[src/rtl/dmem_arbiter.sv]
// ---------------------------------------------------------------------------
// dmem_arbiter
//
// Shares one single-port data memory between two requesters:
//   port 0 : core datapath load/store (memory stage)
//   port 1 : host loader / debug access
//
// Every access is carried through the same fixed sequence:
//   IDLE -> ACCESS -> WAIT (MEM_LAT cycles) -> ACK -> IDLE
// so latency is fixed and independent of which port owns the memory.
// When both ports request in the same IDLE cycle, the port that was not
// served last wins. Under continuous contention the grants therefore
// alternate, and a port waits behind at most one foreign transaction.
//
// Parameters:
//   ADDR_W  - address width of both requesters and the memory
//   DATA_W  - data word width
//   MEM_LAT - memory read latency in cycles (1..4)
//
// Ports:
//   i_clk          system clock, rising edge
//   i_reset        asynchronous, active-high reset
//   i_req0/1       level request; held with we/addr/wdata until ack
//   i_we0/1        1 = store, 0 = load
//   i_addr0/1      requester address
//   i_wdata0/1     requester store data
//   o_ack0/1       one-cycle completion pulse
//   o_rdata0/1     per-port load data, valid with ack, held otherwise
//   o_stall0/1     request pending (req & ~ack), holds the core PC
//   o_mem_en       one-cycle memory access strobe
//   o_mem_we       memory write enable, only asserted with o_mem_en
//   o_mem_addr     memory address, held until the next grant
//   o_mem_wdata    memory write data, held until the next grant
//   i_mem_rdata    memory read data, valid MEM_LAT cycles after o_mem_en
//   o_grant_id     port currently owning the memory
//   o_busy         sequencer is not idle
// ---------------------------------------------------------------------------
module dmem_arbiter #(
  parameter int ADDR_W  = 18,
  parameter int DATA_W  = 128,
  parameter int MEM_LAT = 1
) (
  input  logic              i_clk,
  input  logic              i_reset,

  input  logic              i_req0,
  input  logic              i_we0,
  input  logic [ADDR_W-1:0] i_addr0,
  input  logic [DATA_W-1:0] i_wdata0,
  output logic              o_ack0,
  output logic [DATA_W-1:0] o_rdata0,
  output logic              o_stall0,

  input  logic              i_req1,
  input  logic              i_we1,
  input  logic [ADDR_W-1:0] i_addr1,
  input  logic [DATA_W-1:0] i_wdata1,
  output logic              o_ack1,
  output logic [DATA_W-1:0] o_rdata1,
  output logic              o_stall1,

  output logic              o_mem_en,
  output logic              o_mem_we,
  output logic [ADDR_W-1:0] o_mem_addr,
  output logic [DATA_W-1:0] o_mem_wdata,
  input  logic [DATA_W-1:0] i_mem_rdata,

  output logic              o_grant_id,
  output logic              o_busy
);

  // Two bits cover the whole supported latency range (MEM_LAT-1 = 0..3).
  localparam int               CNT_W    = 2;
  localparam logic [CNT_W-1:0] LAT_LOAD = CNT_W'(MEM_LAT - 1);

  typedef enum logic [1:0] {
    ST_IDLE,
    ST_ACCESS,
    ST_WAIT,
    ST_ACK
  } state_t;

  state_t              r_state;
  state_t              w_stateNext;

  logic                r_lastGrant;
  logic                r_grantId;
  logic                r_memWe;
  logic [ADDR_W-1:0]   r_memAddr;
  logic [DATA_W-1:0]   r_memWdata;
  logic [DATA_W-1:0]   r_rdata0;
  logic [DATA_W-1:0]   r_rdata1;
  logic [CNT_W-1:0]    r_waitCnt;

  logic                w_anyReq;
  logic                w_selPort;
  logic                w_waitDone;
  logic                w_memEn;
  logic                w_memWe;
  logic                w_ack0;
  logic                w_ack1;
  logic                w_busy;

  // Arbitration decision for the current IDLE cycle. A lone requester
  // always wins; on a tie the port that was not served last goes first,
  // which is what produces strict alternation under contention.
  always_comb begin
    w_anyReq   = i_req0 | i_req1;
    w_selPort  = (i_req0 & i_req1) ? ~r_lastGrant : i_req1;
    w_waitDone = (r_waitCnt == '0);
  end

  // Sequencer state register. Reset aborts any transaction in flight
  // straight back to IDLE; no ack is ever issued for an aborted access.
  always_ff @(posedge i_clk or posedge i_reset) begin
    if (i_reset) begin
      r_state <= ST_IDLE;
    end else begin
      r_state <= w_stateNext;
    end
  end

  // Next-state and per-state strobes. The memory strobe and the acks are
  // decoded straight from the state so each lasts exactly one cycle and
  // drops the instant reset is applied.
  always_comb begin
    w_stateNext = r_state;
    w_memEn     = 1'b0;
    w_memWe     = 1'b0;
    w_ack0      = 1'b0;
    w_ack1      = 1'b0;
    w_busy      = 1'b1;
    case (r_state)
      ST_IDLE: begin
        w_busy = 1'b0;
        if (w_anyReq) begin
          w_stateNext = ST_ACCESS;
        end
      end
      ST_ACCESS: begin
        w_memEn     = 1'b1;
        w_memWe     = r_memWe;
        w_stateNext = ST_WAIT;
      end
      ST_WAIT: begin
        if (w_waitDone) begin
          w_stateNext = ST_ACK;
        end
      end
      ST_ACK: begin
        w_ack0      = ~r_grantId;
        w_ack1      = r_grantId;
        w_stateNext = ST_IDLE;
      end
      default: begin
        w_busy      = 1'b0;
        w_stateNext = ST_IDLE;
      end
    endcase
  end

  // Grant bookkeeping and the memory-side request registers. The winner's
  // command is captured once in IDLE so the memory sees a stable address
  // and data for the whole access, and those values are left in place
  // until the next grant. The wait counter is loaded in ACCESS and
  // counted down in WAIT; last_grant only moves once the access completes.
  always_ff @(posedge i_clk or posedge i_reset) begin
    if (i_reset) begin
      r_lastGrant <= 1'b1;
      r_grantId   <= 1'b0;
      r_memWe     <= 1'b0;
      r_memAddr   <= '0;
      r_memWdata  <= '0;
      r_waitCnt   <= '0;
    end else begin
      case (r_state)
        ST_IDLE: begin
          if (w_anyReq) begin
            r_grantId  <= w_selPort;
            r_memWe    <= w_selPort ? i_we1    : i_we0;
            r_memAddr  <= w_selPort ? i_addr1  : i_addr0;
            r_memWdata <= w_selPort ? i_wdata1 : i_wdata0;
          end
        end
        ST_ACCESS: begin
          r_waitCnt <= LAT_LOAD;
        end
        ST_WAIT: begin
          if (!w_waitDone) begin
            r_waitCnt <= r_waitCnt - 1'b1;
          end
        end
        ST_ACK: begin
          r_lastGrant <= r_grantId;
        end
        default: begin
        end
      endcase
    end
  end

  // Read-data return. Memory data is captured on the last WAIT cycle into
  // the owning port's register only, and only for loads, so each port's
  // rdata keeps its last load result across stores and across the other
  // port's traffic.
  always_ff @(posedge i_clk or posedge i_reset) begin
    if (i_reset) begin
      r_rdata0 <= '0;
      r_rdata1 <= '0;
    end else if ((r_state == ST_WAIT) && w_waitDone && !r_memWe) begin
      if (r_grantId) begin
        r_rdata1 <= i_mem_rdata;
      end else begin
        r_rdata0 <= i_mem_rdata;
      end
    end
  end

  // Stall is purely combinational so the core PC holds in the very cycle
  // the request is raised and releases in the ack cycle.
  assign o_stall0    = i_req0 & ~w_ack0;
  assign o_stall1    = i_req1 & ~w_ack1;

  assign o_ack0      = w_ack0;
  assign o_ack1      = w_ack1;
  assign o_rdata0    = r_rdata0;
  assign o_rdata1    = r_rdata1;

  assign o_mem_en    = w_memEn;
  assign o_mem_we    = w_memWe;
  assign o_mem_addr  = r_memAddr;
  assign o_mem_wdata = r_memWdata;

  assign o_grant_id  = r_grantId;
  assign o_busy      = w_busy;

endmodule

[config.mk]
export PLATFORM = sky130hd
export DESIGN_NAME = dmem_arbiter
export DESIGN_NICKNAME = d
export VERILOG_FILES = /design/src/rtl/dmem_arbiter.sv
export SDC_FILE = /design/constraint.sdc
export NUM_CORES = 1
export LEC_CHECK = 0
export CORE_AREA = 8 8 322 324
export DETAILED_ROUTE_END_ITERATION = 7
export DIE_AREA = 0 0 330 332
export GPL_ROUTABILITY_DRIVEN = 0
export REMOVE_ABC_BUFFERS = 1
export SYNTH_ARGS = -nofsm -noshare
export SYNTH_HDL_FRONTEND = slang
export SYNTH_SLANG_ARGS = --single-unit
[constraint.sdc]
create_clock -name i_clk -period 45.5 [get_ports i_clk]
set_input_delay 9.1 -clock i_clk [delete_from_list [all_inputs] [get_ports i_clk]]
set_output_delay 9.1 -clock i_clk [all_outputs]
set_load 0.005 [all_outputs]
==> impl_results.md <==
- Status: finished clean
- Worst Tran Pin Value: 1.018 ns
- Register area share after synthesis: 0.6015
- Setup TNS Final: 0 ns
- Async S/R FF share, synth: 1.000
- P&R area growth vs syn: 66.66%
- Drt initial violations: 788
- Postcts setup bufs: 0
- Tot Pwr: 1.962 mW
- Fraction of layout cells with a size suffix above 1: 0.1633
- Placed cell area: 26,610 µm²
- Post-DP HPWL: 54.02 mm
- DRC errors left: 0
- RR Startpoint: r_state[0]
- Cell taking the most area after synthesis: dfrtp_1
- Max cap viols: 0
- Setup crit start kind: input pin
- Hold depth: 1
- Hold WC Path Type: register to register
- Die area: 109,600 µm²
- F_max: 50.97 MHz
- Core ar.: 98,980 µm²
- Top cell type's share of synthesized area: 0.5999
- Top cells by area, synth: dfrtp_1, mux2_4, mux2_2
- Clk_skew: 0.04672 ns
- Setup-failing EPs final: 0
- Worst reg2reg path endpoint: o_mem_wdata[28]
- Overflow after GRT: 0
- CTS tree: done
- Avg Inst Size Synth: 12.31 µm²
- Hold_sp: o_rdata0[108]
- Row Count: 116
- CTS Hold Bufs: 0
- Clock-pin slew on the worst setup and hold paths: 0.06 ns
- Worst hold endpoint: o_rdata0[108]
- Die Y: 332 µm
- RSZ-0062 raised after global routing: no
- PD cells: 69.16 nW/µm²
- Crit path max fanout: 6
- Critical path capture point type: output port
- Fin nets: 2,624
- Global Route Usage Sum: 0.1244
- Maximum vdd ir drop: 0.00003751 V
- Port Buf Inserts: 835
- Worst-Skew Late Latency: 0.63 ns
- Design area: 28,360 µm²
- First-pass GRT wire length: 102.4 mm
- Final WL: 71.83 mm
- Mapped cell area: 17,020 µm²
- Die Wd: 330 µm
- Antenna Nets Post-Route: 0
- Num CTS Buffers: 49
- Commonest non-fill, non-tap cell in the layout: clkdlybuf4s50_1
- WS Path Type: input pin to output port
- YS warnings: 0
- Antenna violations before repair: 7
- R2R setup slack: 42.39 ns
- Vias in the first global route: 14,810
- Avg Vias per Cell: 3.906
- WP data required: 36.40 ns
- Pre-antenna DRT Iters: 4
- Worst slew margin: 0.3216
- Post-CTS Resized: 0
- Arr. time, crit path: 10.52 ns
- Vias: 13,800
- Pleak: 11.93 nW
- Detailed-route wire length per cell: 20.33 µm
- Placed Cells: 3,438
- Cells after Synth: 1,383
- CTS H-tree lvls: 2
- Netlist cell types: 29
- Synth Flop Type: dfrtp_1
- Clock Tree Buf Depth: 3
- R2r worst-path depth: 7
- Yosys reg bits: 409
- Starting Density: 0.1719
- Post-synth EDFFs: 0
- Clock tree sinks: 409
- Commonest cells after routing, fill and taps aside: clkdlybuf4s50_1, dfrtp_1, a21oi_1, nand2_1, nor2_1
- Pin count of the biggest net entering global routing: 134
- Pins Over Slew Limit: 0
- Final Cycle Share: 0.4312
- Root Buffer: clkbuf_16
- Num ports: 836
- Hold Violations, Final: 0
- Final cell count without fillers: 3,533
- Min Tclk post-route: 19.62 ns
## metal layers
layer / share of wire / track usage / routed length (µm)
met5: 0.00018 / 0 / 13
met4: 0.032 / 0.04771 / 2334
met3: 0.12 / 0.06379 / 8673
met2: 0.47 / 0.2027 / 33990
met1: 0.37 / 0.1373 / 26820
## flip-flops by register name, indices dropped and copies added, names as in the netlist
| name | flops |
|---|---|
| o_mem_addr | 18 |
| r_state | 2 |
| r_lastGrant | 1 |
| o_mem_wdata | 128 |
| r_waitCnt | 2 |
| r_memWe | 1 |
| o_rdata0 | 128 |
| o_grant_id | 1 |
| o_rdata1 | 128 |
## synthesized netlist by cell type, types with 3 or more instances
| cell | n |
|---|---|
| dfrtp_1 | 408 |
| a21oi_1 | 295 |
| nand2_1 | 149 |
| nor2_1 | 147 |
| mux2_2 | 139 |
| mux2_4 | 120 |
| clkbuf_1 | 40 |
| buf_2 | 33 |
| buf_12 | 10 |
| ha_1 | 7 |
| inv_1 | 7 |
| buf_1 | 5 |
| buf_6 | 3 |
| nor2b_1 | 3 |
## cells by family after synthesis
family                   after synthesis  synth area share
multiplexers                         261            0.1990
buffers and inverters                100           0.03602
flip-flops                           409            0.6015
AND/OR/NAND/NOR                      305           0.06889
adder cells (fa/ha/maj)                7          0.005146
AO/OA/AOI/OAI                        301           0.08947
## critical path: stages
cell	delay [ns]
clkdlybuf4s50_1	0.69
nor2b_1	0.21
clkdlybuf4s50_1	0.52
## metrics by stage
step | hold slack (ns) | setup WS, ns | utilization
final | 0.5041 | 25.88 | 0.2865
after global routing | 0.5127 | 25.81 | 0.2865
after global placement | 0.4878 | 25.88 | 0.2688
after detailed placement | 0.4906 | 25.87 | 0.2688
after CTS | 0.5060 | 25.87 | 0.2864
after floorplan | 0.4894 | 25.02 | -
## report_power, final
group | internal, mW | switching, mW | leakage (nW)
Sequential | 0.551 | 0.109 | 4.75
Combinational | 0.537 | 0.346 | 6.33
Clock | 0.250 | 0.169 | 0.847
Total | 1.34 | 0.624 | 11.9
## cell type report
class	count	area [µm²]
Clock inverter	16	252.7
Tap cell	1298	1624
Timing Repair Buffer	849	8501
Clock buffer	73	1486
Sequential cell	409	10240
Multi-Input combinational cell	874	6211
Inverter	8	37.54
Antenna cell	6	15.01
Fill cell	10220	70620
## how the worst max path moves through the flow
stage | end | from | cells past startpoint
after global routing | o_stall0 | i_req0 | 3
after CTS | o_stall0 | i_req0 | 3
after floorplan | o_grant_id | i_reset | 1
after global placement | o_stall0 | i_req0 | 3
after detailed placement | o_stall0 | i_req0 | 3
final | o_stall0 | i_req0 | 3
Note: power is estimated with default switching activity, not from simulation.
